**src/rtl/mc_ctrl_unit.sv**
```systemverilog
// Multicycle ARM-subset control unit: main FSM, ALU decoder, NZCV flag file
// and condition evaluation that gates every architectural write.
module mc_ctrl_unit #(
  parameter bit         EXT_OPS    = 1'b1,
  parameter logic [3:0] FLAG_RESET = 4'b0000
) (
  input  logic       clk,
  input  logic       reset,
  input  logic [3:0] Cond,
  input  logic [1:0] Op,
  input  logic [5:0] Funct,
  input  logic [3:0] Rd,
  input  logic [3:0] ALUFlags,
  output logic       PCWrite,
  output logic       AdrSrc,
  output logic       MemWrite,
  output logic       IRWrite,
  output logic       RegWrite,
  output logic [1:0] ResultSrc,
  output logic [1:0] ALUSrcA,
  output logic [1:0] ALUSrcB,
  output logic [1:0] ImmSrc,
  output logic [1:0] RegSrc,
  output logic [2:0] ALUControl,
  output logic [3:0] Flags,
  output logic [3:0] State
);

  typedef enum logic [3:0] {
    S_FETCH   = 4'd0,
    S_DECODE  = 4'd1,
    S_MEMADR  = 4'd2,
    S_MEMRD   = 4'd3,
    S_MEMWB   = 4'd4,
    S_MEMWR   = 4'd5,
    S_EXECR   = 4'd6,
    S_EXECI   = 4'd7,
    S_ALUWB   = 4'd8,
    S_BRANCH  = 4'd9,
    S_UNKNOWN = 4'd10
  } state_t;

  typedef enum logic [2:0] {
    ALU_ADD   = 3'b000,
    ALU_SUB   = 3'b001,
    ALU_AND   = 3'b010,
    ALU_ORR   = 3'b011,
    ALU_EOR   = 3'b100,
    ALU_PASSB = 3'b101
  } alu_ctrl_t;

  typedef struct packed {
    logic       irw;
    logic       nextpc;
    logic       regw;
    logic       memw;
    logic       branch;
    logic       aluop;
    logic       adrsrc;
    logic [1:0] resultsrc;
    logic [1:0] alusrca;
    logic [1:0] alusrcb;
  } ctrl_t;

  state_t    state_q, state_d, out_state;
  ctrl_t     ctrl;
  alu_ctrl_t alu_ctrl;
  logic      nowrite, arith, force_s;
  logic [1:0] flag_w;
  logic      cond_ex, cond_ex_q;
  logic [3:0] flags_q;
  logic      pcs;
  logic      fn, fz, fc, fv;

  assign {fn, fz, fc, fv} = flags_q;

  // NOTE: sequential state uses non-blocking assignments so every register
  // samples the pre-edge values of the others.
  always_ff @(posedge clk) begin
    if (reset) state_q <= S_FETCH;
    else       state_q <= state_d;
  end

  always_comb begin
    // NOTE: default first so every path assigns state_d and no latch forms.
    state_d = S_FETCH;
    case (state_q)
      S_FETCH:  state_d = S_DECODE;
      S_DECODE: begin
        case (Op)
          2'b01:   state_d = S_MEMADR;
          2'b00:   state_d = Funct[5] ? S_EXECI : S_EXECR;
          2'b10:   state_d = S_BRANCH;
          default: state_d = S_UNKNOWN;
        endcase
      end
      S_MEMADR: state_d = Funct[0] ? S_MEMRD : S_MEMWR;
      S_MEMRD:  state_d = S_MEMWB;
      S_EXECR,
      S_EXECI:  state_d = nowrite ? S_FETCH : S_ALUWB;
      default:  state_d = S_FETCH;
    endcase
  end

  // While reset is asserted the selects present the FETCH setting.
  assign out_state = reset ? S_FETCH : state_q;

  always_comb begin
    ctrl = '0;
    case (out_state)
      S_FETCH: begin
        ctrl.irw       = 1'b1;
        ctrl.nextpc    = 1'b1;
        ctrl.alusrca   = 2'b01;
        ctrl.alusrcb   = 2'b10;
        ctrl.resultsrc = 2'b10;
      end
      S_DECODE: begin
        ctrl.alusrca   = 2'b01;
        ctrl.alusrcb   = 2'b10;
        ctrl.resultsrc = 2'b10;
      end
      S_MEMADR: ctrl.alusrcb = 2'b01;
      S_MEMRD:  ctrl.adrsrc  = 1'b1;
      S_MEMWB: begin
        ctrl.resultsrc = 2'b01;
        ctrl.regw      = 1'b1;
      end
      S_MEMWR: begin
        ctrl.adrsrc = 1'b1;
        ctrl.memw   = 1'b1;
      end
      S_EXECR:  ctrl.aluop = 1'b1;
      S_EXECI: begin
        ctrl.alusrcb = 2'b01;
        ctrl.aluop   = 1'b1;
      end
      S_ALUWB:  ctrl.regw = 1'b1;
      S_BRANCH: begin
        ctrl.alusrca   = 2'b10;
        ctrl.alusrcb   = 2'b01;
        ctrl.resultsrc = 2'b10;
        ctrl.branch    = 1'b1;
      end
      default: ;
    endcase
  end

  // ALU decode; compare/test forms suppress writeback but always set flags.
  always_comb begin
    alu_ctrl = ALU_ADD;
    nowrite  = 1'b0;
    arith    = 1'b1;
    force_s  = 1'b0;
    if (ctrl.aluop) begin
      case (Funct[4:1])
        4'b0100: alu_ctrl = ALU_ADD;
        4'b0010: alu_ctrl = ALU_SUB;
        4'b0000: begin alu_ctrl = ALU_AND; arith = 1'b0; end
        4'b1100: begin alu_ctrl = ALU_ORR; arith = 1'b0; end
        default: begin
          if (EXT_OPS) begin
            case (Funct[4:1])
              4'b0001: begin alu_ctrl = ALU_EOR;   arith = 1'b0; end
              4'b1101: begin alu_ctrl = ALU_PASSB; arith = 1'b0; end
              4'b1010: begin alu_ctrl = ALU_SUB; nowrite = 1'b1; force_s = 1'b1; end
              4'b1011: begin alu_ctrl = ALU_ADD; nowrite = 1'b1; force_s = 1'b1; end
              4'b1000: begin
                alu_ctrl = ALU_AND;
                nowrite  = 1'b1;
                force_s  = 1'b1;
                arith    = 1'b0;
              end
              default: alu_ctrl = ALU_ADD;
            endcase
          end
        end
      endcase
    end
  end

  always_comb begin
    flag_w = 2'b00;
    if (ctrl.aluop && (Funct[0] || force_s)) flag_w = {1'b1, arith};
  end

  always_comb begin
    case (Cond)
      4'b0000: cond_ex = fz;
      4'b0001: cond_ex = ~fz;
      4'b0010: cond_ex = fc;
      4'b0011: cond_ex = ~fc;
      4'b0100: cond_ex = fn;
      4'b0101: cond_ex = ~fn;
      4'b0110: cond_ex = fv;
      4'b0111: cond_ex = ~fv;
      4'b1000: cond_ex = fc & ~fz;
      4'b1001: cond_ex = ~fc | fz;
      4'b1010: cond_ex = (fn == fv);
      4'b1011: cond_ex = (fn != fv);
      4'b1100: cond_ex = ~fz & (fn == fv);
      4'b1101: cond_ex = fz | (fn != fv);
      default: cond_ex = 1'b1;
    endcase
  end

  // Condition is captured once per instruction, against the flags it saw at decode.
  always_ff @(posedge clk) begin
    if (reset)                   cond_ex_q <= 1'b1;
    else if (state_q == S_DECODE) cond_ex_q <= cond_ex;
  end

  always_ff @(posedge clk) begin
    if (reset) begin
      flags_q <= FLAG_RESET;
    end else begin
      if (flag_w[1] && cond_ex_q) flags_q[3:2] <= ALUFlags[3:2];
      if (flag_w[0] && cond_ex_q) flags_q[1:0] <= ALUFlags[1:0];
    end
  end

  assign pcs = ((Rd == 4'd15) & ctrl.regw) | ctrl.branch;

  assign PCWrite    = ~reset & (ctrl.nextpc | (pcs & cond_ex_q));
  assign RegWrite   = ~reset & ctrl.regw & cond_ex_q;
  assign MemWrite   = ~reset & ctrl.memw & cond_ex_q;
  assign IRWrite    = ~reset & ctrl.irw;
  assign AdrSrc     = ctrl.adrsrc;
  assign ResultSrc  = ctrl.resultsrc;
  assign ALUSrcA    = ctrl.alusrca;
  assign ALUSrcB    = ctrl.alusrcb;
  assign ImmSrc     = Op;
  assign RegSrc     = {Op == 2'b01, Op == 2'b10};
  assign ALUControl = alu_ctrl;
  assign Flags      = flags_q;
  assign State      = state_q;

endmodule

```
**config.mk**
```make
export PLATFORM = sky130hd
export DESIGN_NAME = mc_ctrl_unit
export DESIGN_NICKNAME = d
export VERILOG_FILES = /design/src/rtl/mc_ctrl_unit.sv
export SDC_FILE = /design/constraint.sdc
export NUM_CORES = 1
export LEC_CHECK = 0
export BUFFER_PORTS_ARGS = -buffer_cell sky130_fd_sc_hd__buf_2
export CAP_MARGIN = 5
export CORE_AREA = 2 2 49 46
export DETAILED_ROUTE_END_ITERATION = 12
export DIE_AREA = 0 0 51 48
export GPL_TIMING_DRIVEN = 1
export PLACE_DENSITY = 0.82
export RECOVER_POWER = 100
export SLEW_MARGIN = 20
export SYNTH_ARGS = -nofsm -noshare
export SYNTH_HDL_FRONTEND = slang
export SYNTH_SLANG_ARGS = --single-unit
```
**constraint.sdc**
```tcl
create_clock -name clk -period 2.3 [get_ports clk]
set_clock_uncertainty 0.2 [all_clocks]
set_input_delay 0.115 -clock clk [delete_from_list [all_inputs] [get_ports clk]]
set_output_delay 0.115 -clock clk [all_outputs]
set_load 0.05 [all_outputs]
```
### After elaboration in Yosys (flattened, before gate mapping)

Index checks and enable logic that the tools add are counted.

| storage, ports and cells | value |
|---|---|
| output and inout bits | 26 |
| register bits | 9 |

| cells by class | value |
|---|---|
| bitwise logic cells | 19 |
| multiplexer cells | 26 |
| equal/unequal tests | 40 |
| reductions and logical operators | 21 |

Operators by type and width:

| cell | number |
|---|---|
| == test 4 bit, second input constant | 14 |
| == test 4 x 3 -> 1 bit, second input constant | 11 |
| == test 4 x 2 -> 1 bit, second input constant | 7 |
| case mux 3 bit (4 select lines) | 2 |
| case mux 4 bit (5 select lines) | 1 |
| == test 4 x 1 -> 1 bit, second input constant | 4 |
| zero test 4 bit | 4 |
| case mux 1 bit (14 select lines) | 1 |
| OR reduction 2 bit | 7 |
| case mux 2 bit (2 select lines) | 3 |
| case mux 4 bit (3 select lines) | 1 |
| OR reduction 3 bit | 4 |
| two-way mux 1 bit | 11 |
| AND 1 bit | 10 |
| two-way mux 4 bit | 2 |
| two-way mux 3 bit | 2 |
| NOT 1 bit | 5 |
| two-way mux 2 bit | 2 |
| OR 1 bit | 4 |
| OR reduction 4 bit | 1 |
| logical AND 1 bit | 3 |
| == test 2 x 1 -> 1 bit, second input constant | 1 |
| == test 2 bit, second input constant | 1 |
| zero test 2 bit | 1 |
| 4 further kinds | 4 |

### Longest topological paths before layout

Gate-level depths: netlist (run 1).

| depth | value |
|---|---|
| depth after elaboration | 9 |
| mapped depth | 5 |

### Worst setup path after synthesis (run 1)

No wires, ideal clock.

| timing path | value |
|---|---|
| path type | reg-to-output |
| start | register state_q[3] (netlist: State[3]) |
| end | output PCWrite |
| cell stages (with the launch flop) | 5 |
| data arrival time | 3.184 ns |
| slack | -1.199 ns |
| cell sequence | dfxtp_1 > buf_2 > xnor2_1 > nor4_1 > a22o_1 |

| on the way | value |
|---|---|
| cells in the longest elaborated chain, start to end | 9 |
| elaborated cells on any way between the ends | 14 |

Ends and longest elaborated chain:

| what | RTL line | text |
|---|---|---|
| from (decl) | 65 | `state_t state_q, state_d, out_state;` |
| from (signal assigned) | 81 | `else state_q <= state_d;` |
| two-way mux 4 bit * | 106 | `assign out_state = reset ? S_FETCH : state_q;` |
| == test 4 x 3 -> 1 bit / == test 4 bit (equally long branches) | 110 | `case (out_state)` |
| OR reduction 2 bit (no line) | n/a |  |
| two-way mux 1 bit | 110 |  |
| AND 1 bit | 222 | `assign pcs = ((Rd == 4'd15) & ctrl.regw) \| ctrl.branch;` |
| OR 1 bit | 222 |  |
| AND 1 bit | 224 | `assign PCWrite = ~reset & (ctrl.nextpc \| (pcs & cond_ex_q));` |
| OR 1 bit * | 224 |  |
| AND 1 bit * | 224 |  |
| to (decl) | 14 | `output logic PCWrite,` |

Every way passes the cells marked *; elsewhere a longest branch is shown, timed or not.

### Worst setup path in the final report (run 1)

| timing path | value |
|---|---|
| start | register state_q[1] (netlist: State[1]) |
| end | output ResultSrc[1] |

| on the way | value |
|---|---|
| cells in the longest elaborated chain, start to end | 4 |
| elaborated cells on any way between the ends | 7 |

Ends and longest elaborated chain:

| what | RTL line | text |
|---|---|---|
| two-way mux 4 bit * | 106 |  |
| == test 4 bit (tied with other cells) | 110 |  |
| OR reduction 3 bit (no line) | n/a |  |
| case mux 2 bit (2 select lines) * | 110 |  |
| to (decl) | 19 | `output logic [1:0] ResultSrc,` |

Marks and branches as above.

==> results.ini, run 1 <==
[routing]
route.detailed.drc = 0
vias_per_cell = 5.21
first_pass_iters = 4
drt_iter0_markers = 7
num_vias = 949
drt-total-wl_um = 2300
drtAntennaViolNets = 0
routedWlPerCell_um = 12.6

[worst_setup_path]
slowest_stage = dfxtp_1
worst-path-buf-inv = 1
timing_worst_setup_path_type = reg -> out
arrival_ps = 1910
worstPathMaxFanout = 6
worst_path_most_repeated_cell = or2_2
cp-start-kind = register
path_cells = or2_1 -> nor2_2 -> or2_2 -> or2_2 -> buf_2
cp-end-kind = primary output
required_ps = 1990
cpPeakStageDelay_ps = 520
cp_top_family = simple AND/OR/NAND/NOR gates

[clock_tree]
clockBufferDepth = 2
cts.sinks = 9
cts_made_buffers = 3
clk_pin_slew_ps = 60
clock_latency_ps = 260
htreeDepth = 1
postCtsSetupRepairBufs = 0
cts_tree = built
clockRootBuffer = clkbuf_4

[yosys]
yosys_warnings = 0
yosysMostFrequentCell = nor2_1
yosys.area.top_type = dfxtp_1
syn_area_per_cell_um2 = 7.52
syn_nets = 126
synthDominantCellAreaShare_pct = 23.0
synthCells = 104
synthArstFlopShare_pct = 0
synth-edff-count = 0
synth-seq-cells = 9
synth_common_cells = 16 x nor2_1, 9 x dfxtp_1, 6 x a21oi_1, 6 x nand2_1, 6 x o21ai_0
ys_seq_area_share_pct = 23.0
yosys-top-cells-area = dfxtp_1 23%, nor2_1 7.7%, mux2i_1 6.4%
yosysUniqueCellTypes = 38
netlist_area_um2 = 782
synth_ff_type = dfxtp_1

[worst_hold_path]
hold_class = in -> reg

[grt]
grt_pass1_wl_um = 3480
grt_usage_pct = 19.8
grt_pass1_vias = 805
grt_max_degree = 15
overflow = 0
antenna_found_initial = 0

[floorplanning]
rows = 15
die_x_um = 51
io-pin-count = 48
start_util_pct = 41.3
die_height_um = 48
coreArea_um2 = 1900
dieArea_um2 = 2450

[placed_design]
placed_area_um2 = 1090
hpwl_um = 1760
placedCellCount = 170
dp_slack_ps = 346
port_buffers = 47
gp_congestion = 0.823

[layout]
final_cell_area_um2 = 1160
finalNonFillerCells = 182
nFillCells = 192
nets = 180
diodes = 0
area_delta_synth_final_pct = 48.8
drive_gt1_share_pct = 32.5

[timing]
setup_slack_ps = 77.1
tightest_slew_ps = 618
rsz0062_at_grt = false
period_needed_ps = 2220
relSlewSlack_pct = 59.0
hold_violations = 0
setup_viol = 0
finalCritPeriodShare_pct = 96.6
maxSlewViolCount = 0
timing.fmax_mhz = 450

[power_and_ir_drop]
power.density_nw_per_um2 = 516
total_leakage_power_uw = 0.000457
fin_total_pwr_uw = 601
vdd_drop_max_mv = 0.299

[run]
drv_cap = 0

[run_status]
status = finished, final reports clean

-- cells in the final DEF, fill, tap and decap left out, types with 2 or more instances in the layout --
master and instances:
buf_2 22, clkbuf_1 18, nor2_1 16, dfxtp_1 8, dlygate4sd3_1 8, clkbuf_2 8
a21oi_1 7, nand2_1 6, o21ai_0 6, mux2i_1 5, nor2b_1 4, xnor2_1 4
clkbuf_4 4, or2_2 3, inv_1 3, nor4_4 2, xor2_1 2, or3_1 2
nand3_1 2
-- logic make-up (layout without fill, tap and decap cells) --
kind of cell	Yosys count	in the layout	synth area share [%]
XOR/XNOR	6	6	6.72
AND/OR/NAND/NOR	50	50	35.8
flip-flops	9	9	23.0
buffers and inverters	12	65	7.84
multiplexers	6	6	9.28
AO/OA/AOI/OAI	21	21	17.3
-- stage by stage --
| stage | util (%) | setup TNS (ps) | hold WS (ps) |
|---|---|---|---|
| 2_1_floorplan | - | -361 | 62.2 |
| 3_3_place_gp | 57.6 | 0 | 153 |
| 3_5_place_dp | 57.6 | 0 | 158 |
| 4_1_cts | 63.2 | 0 | 40.1 |
| 5_1_grt | 61.4 | 0 | 61.0 |
| 6_report | 61.4 | 0 | 46.5 |
-- metal layers --
layer,vias up,global-route usage [%],wire (um)
met5,-,0,0
met4,0,14.6,52
met3,4,2.81,114
met2,29,37.4,1150
met1,437,20.9,986
li1,479,-,-
-- path summary, 6_finish.rpt --
| path | slack (ps) | to | depth (start not counted) | from |
|---|---|---|---|---|
| setup / recovery | 80 | ResultSrc[1] | 5 | State[1]$_SDFF_PP0_ |
| hold / removal | 50 | cond_ex_q$_SDFFE_PP1P_ | 3 | Cond[3] |
| setup reg to reg | 210 | State[0]$_SDFF_PP0_ | 5 | State[1]$_SDFF_PP0_ |
| hold reg to reg | 360 | Flags[3]$_SDFFE_PP0P_ | 2 | Flags[3]$_SDFFE_PP0P_ |
-- timing repair --
action,4_1_cts,5_1_grt
endpoints found under the setup margin,0,2
gates resized for setup,0,3
hold buffers,8,0
endpoints found under the hold margin,6,0
-- power breakdown --
group | switching (uW) | internal [uW]
clock network | 58.0 | 67.0
logic | 192 | 90.4
registers | 26.4 | 166
-- registers in the layout (all words and copies together), names as in the netlist --
register / count
cond_ex_q: 1
State: 4
Flags: 4
-- area by class of cell --
cell class | count | area [um2] | share of cell area (%)
Inverter | 4 | 15.0 | 1.29
Sequential cell | 9 | 181 | 15.6
Multi-Input combinational cell | 83 | 601 | 51.6
Timing Repair Buffer | 57 | 309 | 26.6
Tap cell | 25 | 31.3 | 2.69
Clock buffer | 4 | 26.3 | 2.26
-- worst reg2reg max path, stage by stage, from the launching register on --
cell and delay, ps:
dfxtp_1 520, clkbuf_1 420, nor2_1 100, o21ai_0 90, dlygate4sd3_1 570, a21oi_1 60
Note: power is estimated with default switching activity, not from simulation.
==> run 2: changes to the inputs <==
--- a/config.mk
+++ b/config.mk
@@ -5,11 +5,12 @@
 export SDC_FILE = /design/constraint.sdc
 export NUM_CORES = 1
 export LEC_CHECK = 0
+export ABC_AREA = 1
 export BUFFER_PORTS_ARGS = -buffer_cell sky130_fd_sc_hd__buf_2
 export CAP_MARGIN = 5
-export CORE_AREA = 2 2 49 46
+export CORE_AREA = 2 2 51 48
 export DETAILED_ROUTE_END_ITERATION = 12
-export DIE_AREA = 0 0 51 48
+export DIE_AREA = 0 0 53 50
 export GPL_TIMING_DRIVEN = 1
 export PLACE_DENSITY = 0.82
 export RECOVER_POWER = 100
==> run 2 against run 1 <==
  * Register-to-register slack improved by 140 ps
  * Cell area increased by 0.32%
  * Count of clock-buffer cells in the layout unchanged
  * Power decreased by 9.6%
  * Worst hold slack got worse by 33 ps
  * Clock power about the same
  * Setup slack improved by 210 ps
==> results.ini, run 2 <==
[run_status]
status = finished, final reports clean

[placed_design]
port_buffers = 47
placedCellCount = 231
dp_slack_ps = 664
gp_congestion = 0.862
placed_area_um2 = 1120
hpwl_um = 1800

[routing]
first_pass_iters = 4
drt_iter0_markers = 22
vias_per_cell = 4.78
route.detailed.drc = 0
routedWlPerCell_um = 9.17
drtAntennaViolNets = 0
drt-total-wl_um = 2210
num_vias = 1153

[clock_tree]
clockRootBuffer = clkbuf_4
clk_pin_slew_ps = 60
cts_tree = built
cts_made_buffers = 3
clockBufferDepth = 2
clock_latency_ps = 260
cts.sinks = 9
htreeDepth = 1

[layout]
nFillCells = 233
mostFrequentLayoutCell = nand2_1
diodes = 0
drive_gt1_share_pct = 16.8
nets = 237
seq_area_um2 = 180
final_cell_area_um2 = 1170
finalNonFillerCells = 241
area_delta_synth_final_pct = 30.3
multi_input_area_um2 = 538
final_cell_mix = 39 x nand2_1, 31 x nor2_1, 28 x inv_1, 22 x clkbuf_1, 21 x buf_2

[timing]
finalCritPeriodShare_pct = 87.3
timing.fmax_mhz = 498
rsz0062_at_grt = false
setup_slack_ps = 292
tightest_slew_ps = 613
period_needed_ps = 2010
hold_violations = 0
setup_viol = 0
fin_setup_tns_ps = 0
maxSlewViolCount = 0
hold_slack_ps = 14.0
relSlewSlack_pct = 59.3

[floorplanning]
coreArea_um2 = 2100
io-pin-count = 48
dieArea_um2 = 2650
die_height_um = 50
die_x_um = 53
start_util_pct = 42.6
rows = 16

[worst_setup_path]
cp-start-kind = register
timing_worst_setup_path_type = reg -> out
cp-end-kind = primary output
required_ps = 1990
worstPathMaxFanout = 4
arrival_ps = 1690

[yosys]
syn_area_per_cell_um2 = 5.53
netlist_area_um2 = 896
yosys.area.top_type = dfxtp_1
yosys-top-cells-area = dfxtp_1 20%, nand2_1 16%, nor2_1 13%
synthCells = 162
ys_seq_area_share_pct = 20.1
synthDominantCellAreaShare_pct = 20.1
synth-edff-count = 0
synth.mux.area_fraction_pct = 0
synth-seq-cells = 9
synthArstFlopShare_pct = 0
yosysMostFrequentCell = nand2_1
synth_simple_gate_area_share_pct = 47.9
synth_compound_area_share_pct = 13.8
synthAdderAreaFrac_pct = 0
synth_ff_type = dfxtp_1
synth-xor-area-share_pct = 0
syn_nets = 184
yosys_warnings = 0
synth_common_cells = 38 x nand2_1, 30 x nor2_1, 28 x inv_1
yosysUniqueCellTypes = 24
synth_top_family_by_area = simple AND/OR/NAND/NOR gates

[power_and_ir_drop]
vdd_drop_max_mv = 0.320
power.density_nw_per_um2 = 465
total_leakage_power_uw = 0.000590

[grt]
grt_max_degree = 16
grt_pass1_vias = 896
grt_usage_pct = 16.9
antenna_found_initial = 0
overflow = 0
grt_pass1_wl_um = 3440

[worst_hold_path]
hold_class = in -> reg

[run]
drv_cap = 0

## run 2: cell types whose count changed in the layout (fill, tap and decap cells not counted), moves of 4 or more
cell | before | now
clkbuf_1 | 18 | 22
inv_1 | 3 | 28
mux2i_1 | 5 | 0
nand2_1 | 6 | 39
nand3_1 | 2 | 15
nor2_1 | 16 | 31
nor2b_1 | 4 | 0
xnor2_1 | 4 | 0
## run 2: layout make-up
cell class,count,area share [%]
clock buffers,4,2.25
inverters,31,10.3
multi-input cells,117,46.1
flip-flops and latches,9,15.4
well taps,27,2.89
repair buffers,53,23.0
## run 2: metal layers
metal / global-route usage (%) / vias to the layer above / share of wire [%]
li1: - / 614 / -
met1: 21.9 / 495 / 48
met2: 27.5 / 44 / 44
met3: 6.67 / 0 / 8.5
met4: 1.28 / 0 / 0
met5: 0 / - / 0
## run 2: final timing paths
| kind | from | to | slack (ps) | depth (start not counted) |
|---|---|---|---|---|
| worst max-delay path | State[2]$_SDFF_PP0_ | ResultSrc[0] | 290 | 7 |
| worst min-delay path | reset | State[1]$_SDFF_PP0_ | 10 | 2 |
| worst max register to register | State[0]$_SDFF_PP0_ | State[2]$_SDFF_PP0_ | 350 | 7 |
| worst min register to register | cond_ex_q$_SDFFE_PP1P_ | cond_ex_q$_SDFFE_PP1P_ | 300 | 2 |
## run 2: per-stage QoR
step | total power [uW] | util, %
detailed placement | 425 | 53.4
global route | 583 | 55.5
floorplan | 369 | -
global placement | 424 | 53.4
finish | 543 | 55.5
CTS | 557 | 57.5
## run 2: kinds of logic (layout without fill, tap and decap cells)
| group | after synthesis | in the layout |
|---|---|---|
| AND/OR/NAND/NOR | 95 | 95 |
| flip-flops | 9 | 9 |
| AO/OA/AOI/OAI | 22 | 22 |
| buffers and inverters | 36 | 88 |
## run 2: worst max-delay path: stages, from the launching register on
cell,delay (ps)
dfxtp_1,370
inv_1,80
nor2_4,120
inv_1,50
nor2_1,120
inv_1,70
nor3_1,140
clkbuf_1,490
## run 2: report_power, final
| group | switching, uW | leakage, uW | internal (uW) |
|---|---|---|---|
| Clock | 54.9 | 0.0000150 | 66.8 |
| Combinational | 175 | 0.000502 | 65.5 |
| Sequential | 15.7 | 0.0000733 | 165 |
## run 2: repair_timing
item,in CTS,in global routing
buffers inserted,0,0
hold buffers,6,0
gates resized for setup,0,0
endpoints found under the hold margin,5,0
==> run 3: changes to the inputs <==
==> constraint.sdc (replaced) <==
create_clock -name clk -period 2.2 [get_ports clk]
set_clock_uncertainty 0.2 [all_clocks]
set_input_delay 0.11 -clock clk [delete_from_list [all_inputs] [get_ports clk]]
set_output_delay 0.11 -clock clk [all_outputs]
set_load 0.05 [all_outputs]
==> run 3 against run 2 <==
  * Sequential power increased by 6%
  * Register-to-register slack got worse by 120 ps
  * Worst hold slack got worse by 3.7 ps
  * Combinational power increased by 8.7%
  * Setup slack got worse by 84 ps
  * Global-route usage increased by 2.6 points
  * Sequential share of layout area decreased by 0.41 points
  * First-iteration DRC count increased by 73%
  * Utilization increased by 2.3 points
  * Critical path depth decreased by 1
  * Highest routed layer is now met4
==> results.ini, run 3 (synthesis gave the netlist of run 2 again) <==
[run_status]
status = finished, final reports clean

[worst_setup_path]
r2r_cells = 6
cp_top_family = simple AND/OR/NAND/NOR gates
r2r-start = State[1]$_SDFF_PP0_
worst-path-buf-inv = 2
rrSetupSlack_ps = 230
worstPathMaxFanout = 5
slowest_stage = dfxtp_1
cp-start-kind = register
cpPeakStageDelay_ps = 350
crit_cells = 6
arrival_ps = 1680
required_ps = 1890
cp-end-kind = primary output
critPathLaunch = State[3]$_SDFF_PP0_
cp-endpoint = ALUSrcB[0]
r2r_end = State[2]$_SDFF_PP0_
timing_worst_setup_path_type = reg -> out
worst_path_most_repeated_cell = nor2_1
path_cells = nor2_1 -> inv_1 -> nor2_1 -> nand2_1 -> o221ai_2 -> clkbuf_2

[layout]
mostFrequentLayoutCell = nand2_1
nets = 237
final_cell_mix = 38 x nand2_1, 31 x nor2_1, 28 x inv_1, 21 x clkbuf_1, 21 x buf_2
diodes = 0
final_cell_area_um2 = 1220
drive_gt1_share_pct = 21.0
nFillCells = 220
multi_input_area_um2 = 583
area_delta_synth_final_pct = 35.8
seq_area_um2 = 183
finalNonFillerCells = 241

[clock_tree]
cts_made_buffers = 3
ctsHoldBuffers = 6
cts_tree = built
clk_pin_slew_ps = 60
cts.sinks = 9
postCtsSetupRepairBufs = 0
cts_resized = 0
clock_latency_ps = 260
clockBufferDepth = 2
clockRootBuffer = clkbuf_4
htreeDepth = 1

[worst_hold_path]
hold_class = in -> reg

[routing]
first_pass_iters = 4
drt-total-wl_um = 2450
vias_per_cell = 4.79
route.detailed.drc = 0
drtAntennaViolNets = 0
num_vias = 1154
drt_iter0_markers = 38
routedWlPerCell_um = 10.2

[grt]
grt_usage_pct = 19.5
overflow = 0
grt_pass1_vias = 908
antenna_found_initial = 0
grt_pass1_wl_um = 3900
grt_max_degree = 16

[power_and_ir_drop]
fin_total_pwr_uw = 582
vdd_drop_max_mv = 0.355
power.density_nw_per_um2 = 479
total_leakage_power_uw = 0.000616

[timing]
hold_violations = 0
rsz0062_at_grt = false
setup_slack_ps = 208
relSlewSlack_pct = 59.3
setup_viol = 0
timing.fmax_mhz = 502
period_needed_ps = 1990
tightest_slew_ps = 613
hold_slack_ps = 10.4
maxSlewViolCount = 0
finalCritPeriodShare_pct = 90.6

[placed_design]
gp_congestion = 0.850
port_buffers = 47
dp_slack_ps = 553
hpwl_um = 1880
placedCellCount = 231
placed_area_um2 = 1160

[floorplanning]
start_util_pct = 42.6
die_height_um = 50
coreArea_um2 = 2100
io-pin-count = 48
die_x_um = 53
dieArea_um2 = 2650
rows = 16

[run]
drv_cap = 0

-- run 3: power breakdown --
part           total, uW  internal [uW]  leakage, uW  switching (uW)
logic                261           69.9     0.000527             191
clock network        130           70.0    0.0000150            59.7
registers            192            174    0.0000740            17.7
-- run 3: worst register-to-register path, cell delays in order (launching register included) --
cell	delay (ps)
dfxtp_1	600
nor2_1	130
nand2_1	170
inv_1	80
nand3_1	60
dlygate4sd3_1	550
a21oi_1	60
-- run 3: worst min path at each step --
| stage | cells after the start | to | slack (ps) | start |
|---|---|---|---|---|
| global placement | 3 | Flags[1]$_SDFFE_PP0P_ | 190 | ALUFlags[1] |
| finish | 2 | State[0]$_SDFF_PP0_ | 10 | reset |
| floorplan | 2 | Flags[0]$_SDFFE_PP0P_ | 70 | ALUFlags[0] |
| global route | 2 | State[0]$_SDFF_PP0_ | 20 | reset |
| CTS | 2 | State[0]$_SDFF_PP0_ | 8 | reset |
| detailed placement | 3 | Flags[1]$_SDFFE_PP0P_ | 190 | ALUFlags[1] |
-- run 3: layer usage --
layer  vias to the layer above  wire (um)  GRT usage (%)
met4                         0         31           5.98
met1                       490       1070           24.8
met5                         -          0              0
met2                        47       1140           31.7
li1                        610          -              -
met3                         7        212           5.15
-- run 3: final cells by class --
cell class	count	area share [%]
multi-input cells	117	47.9
repair buffers	53	22.2
flip-flops and latches	9	15.0
inverters	31	9.88
well taps	27	2.78
clock buffers	4	2.16
-- run 3: through the flow --
step	util [%]	setup TNS (ps)
CTS	59.4	0
floorplan	-	-52.2
global placement	55.3	0
finish	57.9	0
detailed placement	55.3	0
global route	57.9	0
